## config.mk

```make
export PLATFORM = sky130hd
export DESIGN_NAME = spi_master_param
export DESIGN_NICKNAME = d
export VERILOG_FILES = /design/src/rtl/spi_pkg.sv /design/src/rtl/spi_clk_div.sv /design/src/rtl/spi_master_param.sv
export SDC_FILE = /design/constraint.sdc
export NUM_CORES = 1
export LEC_CHECK = 0
export ABC_AREA = 1
export CAP_MARGIN = 20
export CORE_MARGIN = 2
export CORE_UTILIZATION = 30
export CTS_CLUSTER_DIAMETER = 80
export CTS_CLUSTER_SIZE = 12
export DETAILED_ROUTE_END_ITERATION = 8
export HOLD_SLACK_MARGIN = 0.03
export PLACE_DENSITY = 0.45
export SKIP_CTS_REPAIR_TIMING = 1
export SYNTH_ARGS = -nofsm -noshare
export SYNTH_HDL_FRONTEND = slang
export SYNTH_SLANG_ARGS = --single-unit
```

## constraint.sdc

```tcl
create_clock -name clk -period 1.75 [get_ports clk]
set_clock_uncertainty 0.2 [all_clocks]
set_input_delay 0.525 -clock clk [delete_from_list [all_inputs] [get_ports clk]]
set_output_delay 0.525 -clock clk [all_outputs]
set_load 0.05 [all_outputs]
```

## src/rtl/spi_pkg.sv

```systemverilog
// Shared SPI master types: controller state encoding and chip-select width helper.
package spi_pkg;

    typedef enum logic [2:0] {
        ST_INIT,
        ST_IDLE,
        ST_SETUP,
        ST_XFER,
        ST_HOLD
    } state_t;

    function automatic int cs_width(input int n);
        return (n > 1) ? $clog2(n) : 1;
    endfunction

endpackage

```

## src/rtl/spi_clk_div.sv

```systemverilog
// SPI half-period timer: counts clk cycles while enabled, ticks on the last one.
module spi_clk_div #(
    parameter int CLK_DIV = 50
) (
    input  logic clk,
    input  logic rst_n,
    input  logic en,
    output logic tick
);

    localparam int CW = $clog2(CLK_DIV);

    logic [CW-1:0] cnt;

    assign tick = en && (cnt == CW'(CLK_DIV - 1));

    always_ff @(posedge clk or negedge rst_n) begin
        if (!rst_n) begin
            cnt <= '0;
        end else if (!en || tick) begin
            cnt <= '0;
        end else begin
            cnt <= cnt + 1'b1;
        end
    end

endmodule

```

## src/rtl/spi_master_param.sv

```systemverilog
// Parameterised SPI master: one word per request, all four modes,
// post-reset hold-off and per-transfer chip-select.
module spi_master_param
    import spi_pkg::*;
#(
    parameter  int DATA_W   = 8,
    parameter  int CLK_DIV  = 50,
    parameter  int NUM_CS   = 1,
    parameter  int RST_HOLD = 20,
    localparam int CS_W     = cs_width(NUM_CS)
) (
    input  logic              clk,
    input  logic              rst_n,
    input  logic              start,
    input  logic [DATA_W-1:0] tx_data,
    input  logic [CS_W-1:0]   cs_sel,
    input  logic              cpol,
    input  logic              cpha,
    output logic              ready,
    output logic              done,
    output logic [DATA_W-1:0] rx_data,
    output logic              sck,
    output logic              mosi,
    input  logic              miso,
    output logic [NUM_CS-1:0] cs_n
);

    localparam int EW = $clog2(2 * DATA_W);
    localparam int IW = (RST_HOLD > 1) ? $clog2(RST_HOLD) : 1;

    state_t            state;
    state_t            state_nx;
    logic              tick;
    logic              busy;
    logic              last_edge;
    logic              lead;
    logic [DATA_W-1:0] tx_sh;
    logic [DATA_W-1:0] rx_sh;
    logic [CS_W-1:0]   sel_q;
    logic              pol_q;
    logic              pha_q;
    logic              sck_q;
    logic              mosi_q;
    logic [EW-1:0]     edge_cnt;
    logic [IW-1:0]     init_cnt;

    assign busy      = (state == ST_SETUP) || (state == ST_XFER) ||
                       (state == ST_HOLD);
    assign last_edge = (edge_cnt == EW'(2 * DATA_W - 1));
    // Even edge numbers leave the idle level, odd ones return to it.
    assign lead      = ~edge_cnt[0];

    spi_clk_div #(
        .CLK_DIV(CLK_DIV)
    ) u_div (
        .clk  (clk),
        .rst_n(rst_n),
        .en   (busy),
        .tick (tick)
    );

    always_comb begin
        state_nx = state;
        unique case (state)
            ST_INIT:  if (init_cnt == IW'(RST_HOLD - 1)) state_nx = ST_IDLE;
            ST_IDLE:  if (start) state_nx = ST_SETUP;
            ST_SETUP: if (tick) state_nx = ST_XFER;
            ST_XFER:  if (tick && last_edge) state_nx = ST_HOLD;
            ST_HOLD:  if (tick) state_nx = ST_IDLE;
            default:  state_nx = ST_INIT;
        endcase
    end

    always_ff @(posedge clk or negedge rst_n) begin
        if (!rst_n) begin
            state <= ST_INIT;
        end else begin
            state <= state_nx;
        end
    end

    always_ff @(posedge clk or negedge rst_n) begin
        if (!rst_n) begin
            init_cnt <= '0;
            edge_cnt <= '0;
            tx_sh    <= '0;
            rx_sh    <= '0;
            rx_data  <= '0;
            sel_q    <= '0;
            pol_q    <= 1'b0;
            pha_q    <= 1'b0;
            sck_q    <= 1'b0;
            mosi_q   <= 1'b0;
            done     <= 1'b0;
        end else begin
            done <= 1'b0;
            if (state == ST_INIT) begin
                init_cnt <= init_cnt + 1'b1;
            end
            if (state == ST_IDLE && start) begin
                sel_q    <= cs_sel;
                pol_q    <= cpol;
                pha_q    <= cpha;
                sck_q    <= cpol;
                edge_cnt <= '0;
                // cpha=0 presents the MSB before the first edge.
                if (cpha) begin
                    tx_sh  <= tx_data;
                    mosi_q <= 1'b0;
                end else begin
                    tx_sh  <= {tx_data[DATA_W-2:0], 1'b0};
                    mosi_q <= tx_data[DATA_W-1];
                end
            end
            if (state == ST_XFER && tick) begin
                sck_q    <= ~sck_q;
                edge_cnt <= edge_cnt + 1'b1;
                if (lead == pha_q) begin
                    mosi_q <= tx_sh[DATA_W-1];
                    tx_sh  <= {tx_sh[DATA_W-2:0], 1'b0};
                end else begin
                    rx_sh <= {rx_sh[DATA_W-2:0], miso};
                end
            end
            if (state == ST_HOLD && tick) begin
                rx_data <= rx_sh;
                done    <= 1'b1;
                mosi_q  <= 1'b0;
            end
        end
    end

    assign ready = (state == ST_IDLE);
    assign mosi  = busy ? mosi_q : 1'b0;

    always_comb begin
        sck = 1'b0;
        if (state == ST_IDLE) begin
            sck = cpol;
        end else if (busy) begin
            sck = sck_q;
        end
    end

    always_comb begin
        cs_n = '1;
        for (int i = 0; i < NUM_CS; i++) begin
            if (busy && sel_q == CS_W'(i)) cs_n[i] = 1'b0;
        end
    end

endmodule

```

== After elaboration in Yosys (flattened, before gate mapping) ==
Cells that the tools add are included.
Operators by class
  mux-type cells: 25
  equality and inequality tests: 13
  add/subtract/negate cells: 3
  reduce and logical (&&, ||, !) cells: 14
  bitwise operators: 4
Operator list (number)
  two-way mux 8 bit: 4
  two-way mux 3 bit: 5
  one-hot mux 3 bit (5 select lines): 1
  two-way mux 1 bit: 12
  two-way mux 4 bit: 2
  != test 2 bit, second input constant: 4
  adder 6 x 1 -> 6 bit, second input constant: 1
  equality test 3 x 2 -> 1 bit, second input constant: 2
  equality test 6 bit, second input constant: 1
  logical AND 1 bit: 6
  two-way mux 6 bit: 1
  adder 5 x 1 -> 5 bit, second input constant: 1
  equality test 5 bit, second input constant: 1
  AND reduction 5 bit: 1
  adder 4 x 1 -> 4 bit, second input constant: 1
  equality test 4 bit, second input constant: 1
  inverter 1 bit: 4
  equality test 3 x 1 -> 1 bit, second input constant: 1
  equality test 3 bit, second input constant: 1
  zero test 3 bit: 1
  logical OR 1 bit: 3
  != test 2 x 1 -> 1 bit, second input constant: 1
  AND reduction 2 bit: 1
  nonzero test 2 bit: 1
  2 further kinds: 2
Word-level totals
  input bits: 15
  register bits after elaboration: 47
  output and inout bits: 13
  word-level logic and storage cells: 71

== Depth between registers and ports, before layout ==
Gate-level depths: netlist (run 1).
  depth after elaboration: 7
  gate-level depth with buffers: 9
  depth with buffers taken out: 9

== By module ==
From an unflattened synthesis (run 1), not the netlist that was laid out.
Unflattened totals
  cell total of the unflattened synthesis: 274
  area total of the unflattened synthesis: 2336.0 sq um
By module, submodules not included
  spi_master_param: cells each 237, sequential area each 1026.0 sq um, instances 1, area an instance 2009.4 sq um
  spi_clk_div: cells each 37, sequential area each 150.1 sq um, instances 1, area an instance 326.6 sq um

== Least setup slack after synthesis (run 1) ==
OpenSTA, ideal clock, no wires.
  kind: register to output
  start point: register state[0]
  end point: output port sck
  path buffers: 0
  stages on the path, launching flop included: 6
  setup slack: -901 ps
  required time: 1025 ps
  arrival time: 1926 ps
  cell sequence: dfrtp_1 nor2_1 nand2_1 nand2_1 inv_1 o21ai_0
On the way
  word-level cells in the longest chain between the ends: 5
  elaborated cells on any way between the ends: 8
  classes of those cells: eq/ne (4); mux (2); reduce/logical (2)
RTL lines
  start, declared: RTL line spi_master_param.sv:31  | state_t state;
  start signal, assigned: RTL line spi_master_param.sv:78  | state <= state_nx;
  equality test 3 x 2 -> 1 bit: RTL line spi_master_param.sv:47  | assign busy = (state == ST_SETUP) || (state == ST_XFER) ||
  logical OR 1 bit (2 in a row): RTL line spi_master_param.sv:47
  two-way mux 1 bit: RTL line spi_master_param.sv:140  | end else if (busy) begin
  two-way mux 1 bit (*): RTL line spi_master_param.sv:138  | if (state == ST_IDLE) begin
  end, declared: RTL line spi_master_param.sv:22  | output logic sck,
Every way passes the cells marked *; elsewhere a longest branch is shown, timed or not.

== Final worst setup path (run 1) ==
  start point: register state[1]
  end point: output port cs_n
On the way
  word-level cells in the longest chain between the ends: 5
  elaborated cells on any way between the ends: 7
  classes of those cells: eq/ne (3); mux (1); reduce/logical (3)
RTL lines
  equality test 3 x 2 -> 1 bit: RTL line spi_master_param.sv:47
  logical OR 1 bit: RTL line spi_master_param.sv:47
  logical OR 1 bit (*): RTL line spi_master_param.sv:47
  logical AND 1 bit (*): RTL line spi_master_param.sv:148  | if (busy && sel_q == CS_W'(i)) cs_n[i] = 1'b0;
  two-way mux 1 bit (*): RTL line spi_master_param.sv:148
  end, declared: RTL line spi_master_param.sv:25  | output logic [NUM_CS-1:0] cs_n
Marks and branches as above.

==> flow_summary.toml, run 1 <==
[die]
fp.dieW_um = 91.4
start_util = 0.313
ioPinCount = 28
fp.coreArea_mm2 = 0.00733
floorplan.rows = 31
die_h_um = 91.4
dieArea_mm2 = 0.00836

[sta]
finalSetupViolCount = 4
period_share = 1.20
slew_viol_final = 0
max_slew_margin = 0.823
tns_ns = -1.33
tightest_slew_ns = 0.265
finalHoldViolations = 0
timing.fmax_mhz = 476
fin_ws_ns = -0.349
min_period_ns = 2.10
rsz0062_at_grt = "true"

[synthesis]
ys_ff_latch = 47
ys_seq_area_frac = 0.513
netlist_area_mm2 = 0.00229
synthCells = 275
synth_cell_types = 26
yosysWarnings = 0
syn_avg_cell_area_um2 = 8.34
syn_nets = 294

[clock_network]
cts_buffer_depth = 2
cts_sinks = 47
clkLatencyLatePin_ns = 0.30
cts_tree = "built"
cts_buffers = 5
root_buffer = "clkbuf_8"
clk_pin_slew_worst_paths_ns = 0.10
cts_max_level = 2

[final_layout]
areaGrowthSynthToFinish_pct = 53.2
n_fill_cell = 712
nets = 369
seqCellArea_mm2 = 0.00118
multiInputGateArea_mm2 = 0.00112
drive_gt1_frac = 0.325
antenna_cells = 0

[drt]
antenna_left = 0
vias = 1954
vias_per_cell = 4.34
route.detailed.drc = 0
drt_pass1_iterations = 4
dr.first_iter.drc_count = 104
avgRoutedWirePerCell_um = 11.3
drt-total-wl_um = 5080

[global_routing]
grt_max_degree = 48
grt_pass1_wl_um = 8150
grt_pass1_vias = 1855
antenna_found_initial = 0
track_usage = 0.120
grt.overflow.total = 0

[setup_path]
critPathRequiredTime_ns = 1.02
start_kind = "register"
crit_fanout = 4
setup.worst_path.class = "register to output port"
worstPathArrival_ns = 1.37
crit_path_end_kind = "output port"
reg2reg_slack_ns = 0

[place]
hpwl_um = 3370
gp_congestion = 0.769
place_ws_ns = -0.288
port_buffers = 27

[power_and_ir_drop]
p_leak_nw = 1.72
peakVddDrop_v = 0.000303
powerDensity_mw_per_mm2 = 574

[flow_run]
drv_cap = 0

[min_path]
min_path_type = "register to register"

[outcome]
run_status = "complete, but fails checks"
violations = "setup timing"
## area by class of cell
class | count | share of cell area
sequential | 47 | 0.335
multi-input combinational | 188 | 0.320
timing repair buffer | 71 | 0.233
inverter | 37 | 0.0431
tap | 99 | 0.0353
clock buffer | 5 | 0.0196
clock inverter | 3 | 0.0135
## stage by stage
stage,utilization,power (W),instances,area (um^2),hold slack (ns)
CTS,0.433,0.00205,432,3170,0.00470
detailed placement,0.417,0.00121,424,3060,0.267
global placement,0.417,0.00121,424,3060,0.260
finish,0.479,0.00202,450,3510,0.284
floorplan,-,0.00113,275,2340,0.0294
global route,0.479,0.00210,450,3510,0.299
## cell usage after synthesis, drive strengths merged
cell | count | area (um^2)
nor3b | 1 | 7.51
o21a | 1 | 7.51
a31oi | 1 | 6.26
nand4 | 3 | 18.8
xor2 | 6 | 52.6
dfrtp | 47 | 1180
nand3 | 15 | 87.6
clkbuf | 1 | 3.75
inv | 37 | 139
a21oi | 2 | 10.0
o211ai | 1 | 7.51
xnor2 | 2 | 17.5
o21ai | 37 | 185
buf | 3 | 33.8
nor2 | 22 | 124
ha | 4 | 50.1
nand2 | 90 | 353
nor3 | 1 | 5.00
o31ai | 1 | 7.51
## power by group
part           switching, W  total [W]  internal [W]
clock network      0.000395   0.000829      0.000434
registers       0.000000697    0.00109       0.00109
logic             0.0000518   0.000100     0.0000482
total              0.000448    0.00202       0.00157
## layout by cell type (no fill, tap or decap), types with 2 or more instances in the layout
master	Yosys	routed
buf_12	0	16
a21oi_1	2	2
nor2_4	3	6
xnor2_1	2	2
nand2_1	86	68
nand2_2	3	15
clkinvlp_4	0	2
nand4_1	3	3
nand3_1	14	11
nor2_1	17	15
buf_6	3	5
buf_4	0	33
clkbuf_16	0	2
nand2_4	1	6
nand3_4	1	3
ha_1	4	3
inv_1	37	30
inv_4	0	2
inv_2	0	3
o21ai_0	34	17
clkdlybuf4s50_1	0	13
xor2_1	6	6
o21ai_2	0	4
clkbuf_8	0	5
dfrtp_1	47	46
o21ai_1	3	15
## flip-flops by register name, indices dropped and copies added, names as in the netlist
signal     cells
rx_sh          8
mosi_q         1
edge_cnt       4
init_cnt       5
sel_q          1
tx_sh          8
done           1
u_div.cnt      6
rx_data        8
state          3
pha_q          1
sck_q          1
## worst paths after layout
path | from | depth (start not counted) | end
min | rx_sh[0]$_DFFE_PN0P_ | 2 | rx_sh[1]$_DFFE_PN0P_
min reg2reg | rx_sh[0]$_DFFE_PN0P_ | 2 | rx_sh[1]$_DFFE_PN0P_
min in group asynchronous | rst_n | 3 | state[0]$_DFFE_PN0P_
max | state[1]$_DFFE_PN0P_ | 6 | cs_n
max in group asynchronous | rst_n | 3 | tx_sh[3]$_DFF_PN0_
max reg2reg | u_div.cnt[1]$_DFF_PN0_ | 9 | mosi_q$_DFF_PN0_
## layer usage
layer,track usage,vias to the layer above,wire length [um]
met2,0.200,17,2430
li1,-,1022,-
met5,0,-,0
met1,0.155,911,2480
met3,0.0307,4,133
met4,0.0265,0,38
## logic make-up (layout without fill, tap and decap cells)
group,after synthesis,after routing,synth area share
xor gates and xnor gates,8,8,0.0306
DFF,47,47,0.513
and+or+nand+nor,132,133,0.260
adders and majority gates,4,4,0.0218
buffers and inverters,41,116,0.0770
AOI/OAI and AO/OA,43,43,0.0977
## worst max-delay path: stages, from the launching register on
cell,delay [ns]
dfrtp_1,0.42
buf_6,0.14
nand2_1,0.10
nand2_4,0.07
buf_4,0.14
nand2_2,0.07
buf_12,0.13
Note: power is estimated with default switching activity, not from simulation.
==> inputs of run 2 (changes only) <==
- TNS_END_PERCENT: not set -> 100
==> results of run 2 <==
Final layout, timing and power as in run 1 (identical DEF).
